`config.mk`:
```
export PLATFORM = sky130hd
export DESIGN_NAME = lcd1602_ctrl
export DESIGN_NICKNAME = d
export VERILOG_FILES = /design/src/rtl/lcd1602_ctrl.sv
export SDC_FILE = /design/constraint.sdc
export NUM_CORES = 1
export LEC_CHECK = 0
export BUFFER_PORTS_ARGS = -buffer_cell sky130_fd_sc_hd__buf_2
export CELL_PAD_IN_SITES_DETAIL_PLACEMENT = 0
export CELL_PAD_IN_SITES_GLOBAL_PLACEMENT = 2
export CORE_ASPECT_RATIO = 1.75
export CORE_UTILIZATION = 27
export DETAILED_ROUTE_END_ITERATION = 8
export HOLD_SLACK_MARGIN = 0.15
export PLACE_DENSITY_LB_ADDON = 0.1
export SKIP_CTS_REPAIR_TIMING = 1
export SYNTH_ARGS = -nofsm -noshare
export SYNTH_HDL_FRONTEND = slang
export SYNTH_SLANG_ARGS = --single-unit
export TNS_END_PERCENT = 1
```
`constraint.sdc`:
```
create_clock -name clk -period 8.7 [get_ports clk]
set_clock_uncertainty 0.05 [all_clocks]
set_input_delay 0.87 -clock clk [delete_from_list [all_inputs] [get_ports clk]]
set_output_delay 0.87 -clock clk [all_outputs]
set_load 0.01 [all_outputs]
```
`src/rtl/lcd1602_ctrl.sv`:
```
// rtl/lcd1602_ctrl.sv - write-only HD44780/LCD1602 init and fixed two-line banner writer
// Ports: clk (50 MHz), rst (sync, active-high), lcd_rs (0 cmd / 1 char), lcd_rw (tied 0),
//        lcd_en (strobe, LCD latches on falling edge), lcd_data (DB7..DB0)
// Option: LCD_REFRESH_EN - after the last character, loop back to the 0x80 address command forever
module lcd1602_ctrl #(
    parameter int POWERUP_CYCLES    = 1_000_000,
    parameter int SLOT_CYCLES       = 50_000,
    parameter int CLEAR_SLOT_CYCLES = 100_000,
    parameter int SETUP_CYCLES      = 10,
    parameter int EN_WIDTH_CYCLES   = 25
) (
    input  logic       clk,
    input  logic       rst,
    output logic       lcd_rs,
    output logic       lcd_rw,
    output logic       lcd_en,
    output logic [7:0] lcd_data
);

    localparam int MAX_A = (POWERUP_CYCLES > SLOT_CYCLES) ? POWERUP_CYCLES : SLOT_CYCLES;
    localparam int MAX_B = (MAX_A > CLEAR_SLOT_CYCLES) ? MAX_A : CLEAR_SLOT_CYCLES;
    localparam int MAX_C = (MAX_B > SETUP_CYCLES + EN_WIDTH_CYCLES) ? MAX_B
                                                                   : SETUP_CYCLES + EN_WIDTH_CYCLES;
    localparam int CW    = $clog2(MAX_C + 1);

    localparam logic [CW-1:0] PWR_LAST  = CW'(POWERUP_CYCLES - 1);
    localparam logic [CW-1:0] SLOT_LAST = CW'(SLOT_CYCLES - 1);
    localparam logic [CW-1:0] CLR_LAST  = CW'(CLEAR_SLOT_CYCLES - 1);
    localparam logic [CW-1:0] EN_ON     = CW'(SETUP_CYCLES);
    localparam logic [CW-1:0] EN_OFF    = CW'(SETUP_CYCLES + EN_WIDTH_CYCLES);

    localparam logic [5:0] CLEAR_IDX = 6'd3;
    localparam logic [5:0] TEXT_IDX  = 6'd4;
    localparam logic [5:0] LAST_IDX  = 6'd37;

    localparam logic [127:0] LINE1 = "  SNAKE  GAME   ";
    localparam logic [127:0] LINE2 = "  DE2-115 FPGA  ";

    typedef enum logic [1:0] {POWERUP, SLOT, DONE} state_t;

    state_t        state;
    logic [CW-1:0] cnt;
    logic [5:0]    idx;
    logic [CW-1:0] slot_last;

    // {rs, data} for a sequence index; leftmost string character goes out first
    function automatic logic [8:0] byte_for(input logic [5:0] i);
        int off;
        off = 0;
        if (i <= 6'd20 && i >= 6'd5) begin
            off = 8 * (20 - int'(i));
            byte_for = {1'b1, LINE1[off +: 8]};
        end else if (i >= 6'd22) begin
            off = 8 * (37 - int'(i));
            byte_for = {1'b1, LINE2[off +: 8]};
        end else begin
            case (i)
                6'd0:    byte_for = {1'b0, 8'h38};
                6'd1:    byte_for = {1'b0, 8'h0C};
                6'd2:    byte_for = {1'b0, 8'h06};
                6'd3:    byte_for = {1'b0, 8'h01};
                6'd4:    byte_for = {1'b0, 8'h80};
                default: byte_for = {1'b0, 8'hC0};
            endcase
        end
    endfunction

    // lcd_en is registered, so it is computed from the slot count the next cycle will hold
    function automatic logic strobe_at(input logic [CW-1:0] s);
        strobe_at = (s >= EN_ON) && (s < EN_OFF);
    endfunction

    always_comb begin
        slot_last = (idx == CLEAR_IDX) ? CLR_LAST : SLOT_LAST;
    end

    assign lcd_rw = 1'b0;

    always_ff @(posedge clk) begin
        if (rst) begin
            state    <= POWERUP;
            cnt      <= '0;
            idx      <= '0;
            lcd_rs   <= 1'b0;
            lcd_en   <= 1'b0;
            lcd_data <= 8'h00;
        end else begin
            case (state)
                POWERUP: begin
                    if (cnt == PWR_LAST) begin
                        state              <= SLOT;
                        cnt                <= '0;
                        idx                <= '0;
                        {lcd_rs, lcd_data} <= byte_for(6'd0);
                        lcd_en             <= strobe_at('0);
                    end else begin
                        cnt <= cnt + 1'b1;
                    end
                end
                SLOT: begin
                    if (cnt == slot_last) begin
                        if (idx == LAST_IDX) begin
`ifdef LCD_REFRESH_EN
                            idx                <= TEXT_IDX;
                            cnt                <= '0;
                            {lcd_rs, lcd_data} <= byte_for(TEXT_IDX);
                            lcd_en             <= strobe_at('0);
`else
                            state  <= DONE;
                            lcd_en <= 1'b0;
`endif
                        end else begin
                            idx                <= idx + 6'd1;
                            cnt                <= '0;
                            {lcd_rs, lcd_data} <= byte_for(idx + 6'd1);
                            lcd_en             <= strobe_at('0);
                        end
                    end else begin
                        cnt    <= cnt + 1'b1;
                        lcd_en <= strobe_at(cnt + 1'b1);
                    end
                end
                DONE: begin
                    lcd_en <= 1'b0;
                end
                default: begin
                    state  <= POWERUP;
                    lcd_en <= 1'b0;
                end
            endcase
        end
    end

endmodule

```
-- Yosys cells after proc, flatten, opt, wreduce, memory -nomap -nowiden
Cells that the tools add are included.
- register bits after elaboration: 38
- output and inout port bits: 11
- add/subtract/negate cells: 4
- magnitude comparators: 5
- equal/unequal tests: 15
- shift operators: 2
- multiplexer cells: 26
- bitwise gates (word level): 1
- reductions and logical operators: 8
- operators with widths (operator ; number):
    variable part select 128 x 10 -> 8 bit (first input constant) ; 2
    two-way mux 20 bit ; 3
    one-hot mux 20 bit (2 select lines) ; 1
    one-hot mux 8 bit (5 select lines) ; 1
    two-way mux 8 bit ; 3
    adder 20 x 1 -> 20 bit (second input constant) ; 1
    equality test 20 x 17 -> 1 bit ; 1
    equality test 20 bit (second input constant) ; 1
    >= comparator 20 x 4 -> 1 bit (second input constant) ; 1
    less-than comparator 20 x 6 -> 1 bit (second input constant) ; 1
    equality test 6 x 2 -> 1 bit (second input constant) ; 3
    two-way mux 6 bit ; 3
    two-way mux 9 bit ; 2
    two-way mux 17 bit ; 1
    one-hot mux 8 bit (2 select lines) ; 1
    one-hot mux 6 bit (2 select lines) ; 1
    != test 2 bit (second input constant) ; 4
    AND reduction 4 bit ; 2
    subtractor 5 x 6 -> 7 bit (first input constant) ; 1
    subtractor 6 x 6 -> 7 bit (first input constant) ; 1
    adder 6 x 1 -> 6 bit (second input constant) ; 1
    equality test 6 x 1 -> 1 bit (second input constant) ; 1
    equality test 6 x 3 -> 1 bit (second input constant) ; 1
    equality test 6 bit (second input constant) ; 1
    other kinds (16) ; 23

-- Logic depth before layout (Yosys ltp)
- word-level depth: 8
- mapped depth: 13
- mapped depth without buffers: 11

-- Least setup slack after synthesis
OpenSTA, ideal clock, no wires.
- path type: register to register
- start: register idx[0]
- end: register lcd_data[6]
- setup time: 0.117 ns
- data arrival time: 3.395 ns
- data required time: 8.533 ns
- slack: 5.137 ns
- cell stages (with the launch flop): 14
- buffers on the path: 2
- clock period less this slack: 3.563 ns
- path through: dfxtp_1 > clkbuf_1 > clkinv_1 > ha_1 > clkbuf_1 > inv_1 > ha_1 > or3b_2 > o21ai_0 > o21ai_0 > nor4b_1 > or3_1 > a21o_1 > a32o_1
- word-level cells in the longest chain between the ends: 8
- elaborated cells on any way between the ends: 27
- those cells by class: add/sub: 3; order compare: 3; eq/ne: 9; shift: 2; mux: 7; reduce/logical: 3
- RTL lines (item ; RTL line ; source):
    start: declaration ; 43 ; logic [5:0] idx;
    start signal: assignment ; 113 ; idx <= idx + 6'd1;
    adder 6 x 1 -> 6 bit ; 115 ; {lcd_rs, lcd_data} <= byte_for(idx + 6'd1);
    subtractor 6 x 6 -> 7 bit, or another cell as far along ; 54 ; off = 8 * (37 - int'(i));
    variable part select 128 x 10 -> 8 bit or one-hot mux 8 bit (5 select lines) (tied branches) ; 55, 57 ;
    two-way mux 9 bit ; 53 ; end else if (i >= 6'd22) begin
    two-way mux 9 bit ; 50 ; if (i <= 6'd20 && i >= 6'd5) begin
    two-way mux 8 bit ; 102 ; if (idx == LAST_IDX) begin
    two-way mux 8 bit ; 101 ; if (cnt == slot_last) begin
    one-hot mux 8 bit (2 select lines) ; 88 ; case (state)
    end signal: assignment ; 94 ; {lcd_rs, lcd_data} <= byte_for(6'd0);
    end signal: assignment ; 115 ;
    end: declaration ; 17 ; output logic [7:0] lcd_data
Parallel ways exist; a longest one is shown, timed or not. The select of a mux whose other input is x is not followed.
A chain may end at the register's enable or synchronous reset.

-- Worst setup path after layout
- start: register idx[1]
- end: register lcd_data[6]
Same word-level chain as after synthesis.

==> impl_summary.log <==
INFO  metric cts_tree = done
INFO  metric run_status = finished clean
INFO  metric start_util = 27.7%
INFO  metric timing.slew.headroom = 22.2%
INFO  metric critPathSlowestCell = sky130_fd_sc_hd__dfxtp_1
INFO  metric worstReg2RegStart = idx[1]$_SDFFE_PP0P_
INFO  metric cts_htree_levels = 2
INFO  metric io-pin-count = 13
INFO  metric synth_area_leaders = sky130_fd_sc_hd__dfxtp_1 21%, sky130_fd_sc_hd__a21oi_1 6.0%, sky130_fd_sc_hd__nor2_1 5.1%
INFO  metric floorplan.rows = 55
INFO  metric worst_setup_path_start_kind = flip-flop
INFO  metric drive_above_1_share = 8.85%
INFO  metric final.fill_count = 1,445
INFO  metric arrival_time_at_the_worst_endpoint = 3810 ps
INFO  metric port-buffer-count = 11
INFO  metric synth_seq_cells = 38
INFO  metric post_synth_num_cell_types = between 70 and 80
INFO  metric synth.largest_area_cell = sky130_fd_sc_hd__dfxtp_1
INFO  metric gr-total-overflow = 0
INFO  metric detailedRoute.firstPassIterationCount = 4
INFO  metric hold_viol = 0
INFO  metric via_count_of_the_first_global_routing_pass = 3,659
INFO  metric area.sequential = 761 sq um
INFO  metric placeable_core_region = about 0.013 sq mm
INFO  metric multi_input_gate_area_in_the_final_layout = 0.00259 sq mm
INFO  metric preCtsSetupSlack = 5060 ps
INFO  metric yosys_warnings = 0
INFO  metric count_of_cells_along_the_worst_register_to_register_path = 11
INFO  metric async_flop_share = 0%
INFO  metric setup_viol_count_final = 0
INFO  metric timing.final.max_slew_violations = 0
INFO  metric cts-buffers-inserted = 5
INFO  metric worstSkewPairLatency = 290 ps
INFO  metric clk_sinks = 38
INFO  metric max-vdd-ir-drop = 0.0704 mV
INFO  metric timing.hold.worst_path_depth = 2
INFO  metric yosys_most_used_dff = sky130_fd_sc_hd__dfxtp_1
INFO  metric syn_inst_count = 504
INFO  metric antenna_found_initial = 0
INFO  metric drt-initial-drc-count = 165
INFO  metric place.detailed.hpwl = 10,200 um
INFO  metric postSynthNetCount = 516
INFO  metric power_per_cell_area = 98.5 mW/mm^2
INFO  metric cts_root_buffer = sky130_fd_sc_hd__clkbuf_16
INFO  metric hold_start = lcd_data[7]$_SDFFE_PP0P_
INFO  metric antenna_violating_nets_post_route = 0
INFO  metric setup_tns = 0 ps
INFO  metric floorplan.die_area = 0.0138 sq mm
INFO  metric globalRouteTotalUtil = around 21%
INFO  metric area.growth.synth_to_final = 7.18%
INFO  metric clkTransAtPathRegs = 60 ps
INFO  metric gp_routability_congestion = around 0.8
INFO  metric finish.instance_area = roughly 0.0039 sq mm
INFO  metric transition_time_of_the_tightest_slew_check_pin = 1160 ps
INFO  metric vias_per_cell = 5.62
INFO  metric critPathMaxFanout = 14
INFO  metric n_antenna_cell = 0
INFO  metric timing.critical_path.to_type = flip-flop
INFO  metric fin_hold_ws = 402 ps
INFO  metric timing.hold.worst.class = flip-flop to flip-flop
INFO  metric maxCapViolCount = 0
INFO  metric power_leakage = between 1 and 1.5 nW
INFO  metric netlist.area_leader.share = 21.1%
INFO  metric final.min_clock_period = roughly 3700 ps
INFO  metric synth_edf_count = 0
INFO  metric worstPathCellList = inv_1, ha_1, inv_1, ha_1, or3b_2, o21ai_0, o21ai_0, nor4b_1, or3_1, a21o_1, a32o_1
INFO  metric rr_endpoint = lcd_data[6]$_SDFFE_PP0P_
INFO  metric cts_max_path_buffers = 2
INFO  metric category_of_the_critical_setup_timing_path = flip-flop to flip-flop
INFO  metric finish.net_count = 497
INFO  metric route.detailed.wl_per_inst = between 20 and 25 um
INFO  metric wirelength = around 14,000 um
INFO  metric fin_ws = 5020 ps
INFO  metric ys_seq_area_share = 21.1%
INFO  metric maximum_number_of_pins_on_one_net_before_global_route_repair = 39
INFO  metric die_y = between 150 and 200 um
INFO  metric cp_slowest_stage_delay = ~600 ps
INFO  metric global_route_wire_length_before_repair = 21,200 um
INFO  metric syn_area_per_cell = a little over 7 sq um
INFO  metric min_delay_worst_endpoint = lcd_data[7]$_SDFFE_PP0P_
INFO  metric total_number_of_vias = about 3,700
INFO  metric cp_data_required_time = 8830 ps
INFO  metric post_synth_instance_area = 0.00361 sq mm
INFO  metric floorplan.die.width = 89.4 um
INFO  metric timing.final.crit_share = 42.3%
INFO  metric rrSetupSlack = 5020 ps
INFO  metric grt_setup_unrepaired = no
INFO  metric dpl_cell_area = 0.00372 sq mm
INFO  metric timing.fmax = 272 MHz
INFO  metric detail_route.drc_violations = 0
## cell usage in the layout, fill, tap and decap left out, types with 3 or more instances in the layout
cell type,n
sky130_fd_sc_hd__nor2_1,49
sky130_fd_sc_hd__a21oi_1,43
sky130_fd_sc_hd__nand2_1,41
sky130_fd_sc_hd__dfxtp_1,38
sky130_fd_sc_hd__o21ai_0,31
sky130_fd_sc_hd__nand3_1,20
sky130_fd_sc_hd__nor3_1,18
sky130_fd_sc_hd__xnor2_1,17
sky130_fd_sc_hd__inv_1,13
sky130_fd_sc_hd__nand4_1,13
sky130_fd_sc_hd__buf_2,11
sky130_fd_sc_hd__a31oi_1,10
sky130_fd_sc_hd__ha_1,10
sky130_fd_sc_hd__or3_1,9
sky130_fd_sc_hd__and3_1,8
sky130_fd_sc_hd__nand2b_1,8
sky130_fd_sc_hd__a21o_1,8
sky130_fd_sc_hd__nor2b_1,7
sky130_fd_sc_hd__or2_2,7
sky130_fd_sc_hd__xor2_1,7
sky130_fd_sc_hd__mux2i_1,6
sky130_fd_sc_hd__buf_4,6
sky130_fd_sc_hd__nor4_1,5
sky130_fd_sc_hd__a22oi_1,5
sky130_fd_sc_hd__clkbuf_16,5
sky130_fd_sc_hd__or4_1,4
sky130_fd_sc_hd__and4_1,4
sky130_fd_sc_hd__a211oi_1,4
sky130_fd_sc_hd__nand3b_1,4
sky130_fd_sc_hd__o22ai_1,4
sky130_fd_sc_hd__o211ai_1,4
sky130_fd_sc_hd__a32oi_1,4
sky130_fd_sc_hd__nor4b_1,3
sky130_fd_sc_hd__o41ai_1,3
sky130_fd_sc_hd__o31ai_1,3
sky130_fd_sc_hd__a32o_1,3
sky130_fd_sc_hd__and2_1,3
sky130_fd_sc_hd__o221ai_1,3
sky130_fd_sc_hd__o21a_1,3
## area by class of cell
cell class,count,share of cell area (%)
Tap cell,171,5.54
Clock buffer,7,3.69
Clock inverter,1,0.129
Multi-Input combinational cell,409,67.0
Timing Repair Buffer,17,2.59
Sequential cell,38,19.7
Inverter,14,1.36
## cells in the mapped netlist, types with 3 or more instances
cell / n
sky130_fd_sc_hd__nor4b_1: 3
sky130_fd_sc_hd__nand4_1: 13
sky130_fd_sc_hd__clkbuf_1: 20
sky130_fd_sc_hd__and2_1: 3
sky130_fd_sc_hd__ha_1: 10
sky130_fd_sc_hd__nor2_1: 49
sky130_fd_sc_hd__nor2b_1: 7
sky130_fd_sc_hd__o41ai_1: 3
sky130_fd_sc_hd__xor2_1: 7
sky130_fd_sc_hd__and4_1: 4
sky130_fd_sc_hd__or3_1: 9
sky130_fd_sc_hd__or4_1: 4
sky130_fd_sc_hd__and3_1: 8
sky130_fd_sc_hd__nand2b_1: 8
sky130_fd_sc_hd__nand3b_1: 4
sky130_fd_sc_hd__nand2_1: 41
sky130_fd_sc_hd__buf_1: 3
sky130_fd_sc_hd__o21a_1: 3
sky130_fd_sc_hd__o211ai_1: 4
sky130_fd_sc_hd__buf_2: 14
sky130_fd_sc_hd__inv_1: 13
sky130_fd_sc_hd__o22ai_1: 4
sky130_fd_sc_hd__a211oi_1: 4
sky130_fd_sc_hd__a22oi_1: 5
sky130_fd_sc_hd__a31oi_1: 10
sky130_fd_sc_hd__a32o_1: 3
sky130_fd_sc_hd__a21o_1: 8
sky130_fd_sc_hd__nor3_1: 18
sky130_fd_sc_hd__buf_4: 4
sky130_fd_sc_hd__dfxtp_1: 38
sky130_fd_sc_hd__nand3_1: 20
sky130_fd_sc_hd__nor4_1: 5
sky130_fd_sc_hd__o221ai_1: 3
sky130_fd_sc_hd__a21oi_1: 43
sky130_fd_sc_hd__o31ai_1: 3
sky130_fd_sc_hd__a32oi_1: 4
sky130_fd_sc_hd__mux2i_1: 6
sky130_fd_sc_hd__or2_2: 7
sky130_fd_sc_hd__o21ai_0: 31
sky130_fd_sc_hd__xnor2_1: 17
## registers in the layout, summed over array words and instances, names as in the netlist
signal,flops
cnt,20
idx,6
state,2
lcd_rs,1
lcd_data,8
lcd_en,1
## metrics by stage
| stage | std cells | power (mW) | utilization, % |
|---|---|---|---|
| detailed placement | 649 | 0.194 | 28.6 |
| floorplan | 504 | 0.192 | - |
| finish | 657 | 0.381 | 29.7 |
| global route | 657 | 0.397 | 29.7 |
| global placement | 649 | 0.194 | 28.6 |
| CTS | 657 | 0.388 | 29.7 |
## worst max-delay path by stage
stage / start / end / slack [ps] / cells past startpoint
2_1_floorplan: idx[0]$_SDFFE_PP0P_ / lcd_data[6]$_SDFFE_PP0P_ / 5140 / 13
3_3_place_gp: idx[1]$_SDFFE_PP0P_ / lcd_data[6]$_SDFFE_PP0P_ / 5120 / 11
3_5_place_dp: idx[1]$_SDFFE_PP0P_ / lcd_data[6]$_SDFFE_PP0P_ / 5060 / 11
4_1_cts: idx[1]$_SDFFE_PP0P_ / lcd_data[6]$_SDFFE_PP0P_ / 5050 / 11
5_1_grt: idx[1]$_SDFFE_PP0P_ / lcd_data[6]$_SDFFE_PP0P_ / 4740 / 11
6_report: idx[1]$_SDFFE_PP0P_ / lcd_data[6]$_SDFFE_PP0P_ / 5020 / 11
## metal layers
layer	vias to the layer above	wire length, um	global-route usage [%]
li1	1813	-	-
met1	1759	4900	20.7
met2	88	7690	40.0
met3	33	285	1.96
met4	0	697	11.0
met5	-	0	0
## power breakdown
group | total [mW] | switching [mW] | internal [mW]
logic | 0.0121 | 0.00785 | 0.00430
clock network | 0.191 | 0.0767 | 0.114
registers | 0.178 | 0.00262 | 0.175
## critical path, delay by kind of cell (launching register included)
family	cells	cell delay [ps]
simple gates	3	1020
fa+ha+maj	2	840
compound gates	4	740
flops	1	600
buf+inv	2	330
## logic make-up (layout without fill, tap and decap cells)
group | Yosys count | count (layout) | synth area share, %
buffers and inverters | 57 | 39 | 7.08
adder cells (fa/ha/maj) | 10 | 10 | 3.47
flip-flops | 38 | 38 | 21.1
multiplexers | 7 | 7 | 1.98
AND/OR/NAND/NOR | 215 | 215 | 31.7
XOR/XNOR | 24 | 24 | 5.83
AO/OA/AOI/OAI | 152 | 152 | 28.7
other | 1 | 1 | 0.104
(Power assumes the default switching activity.)
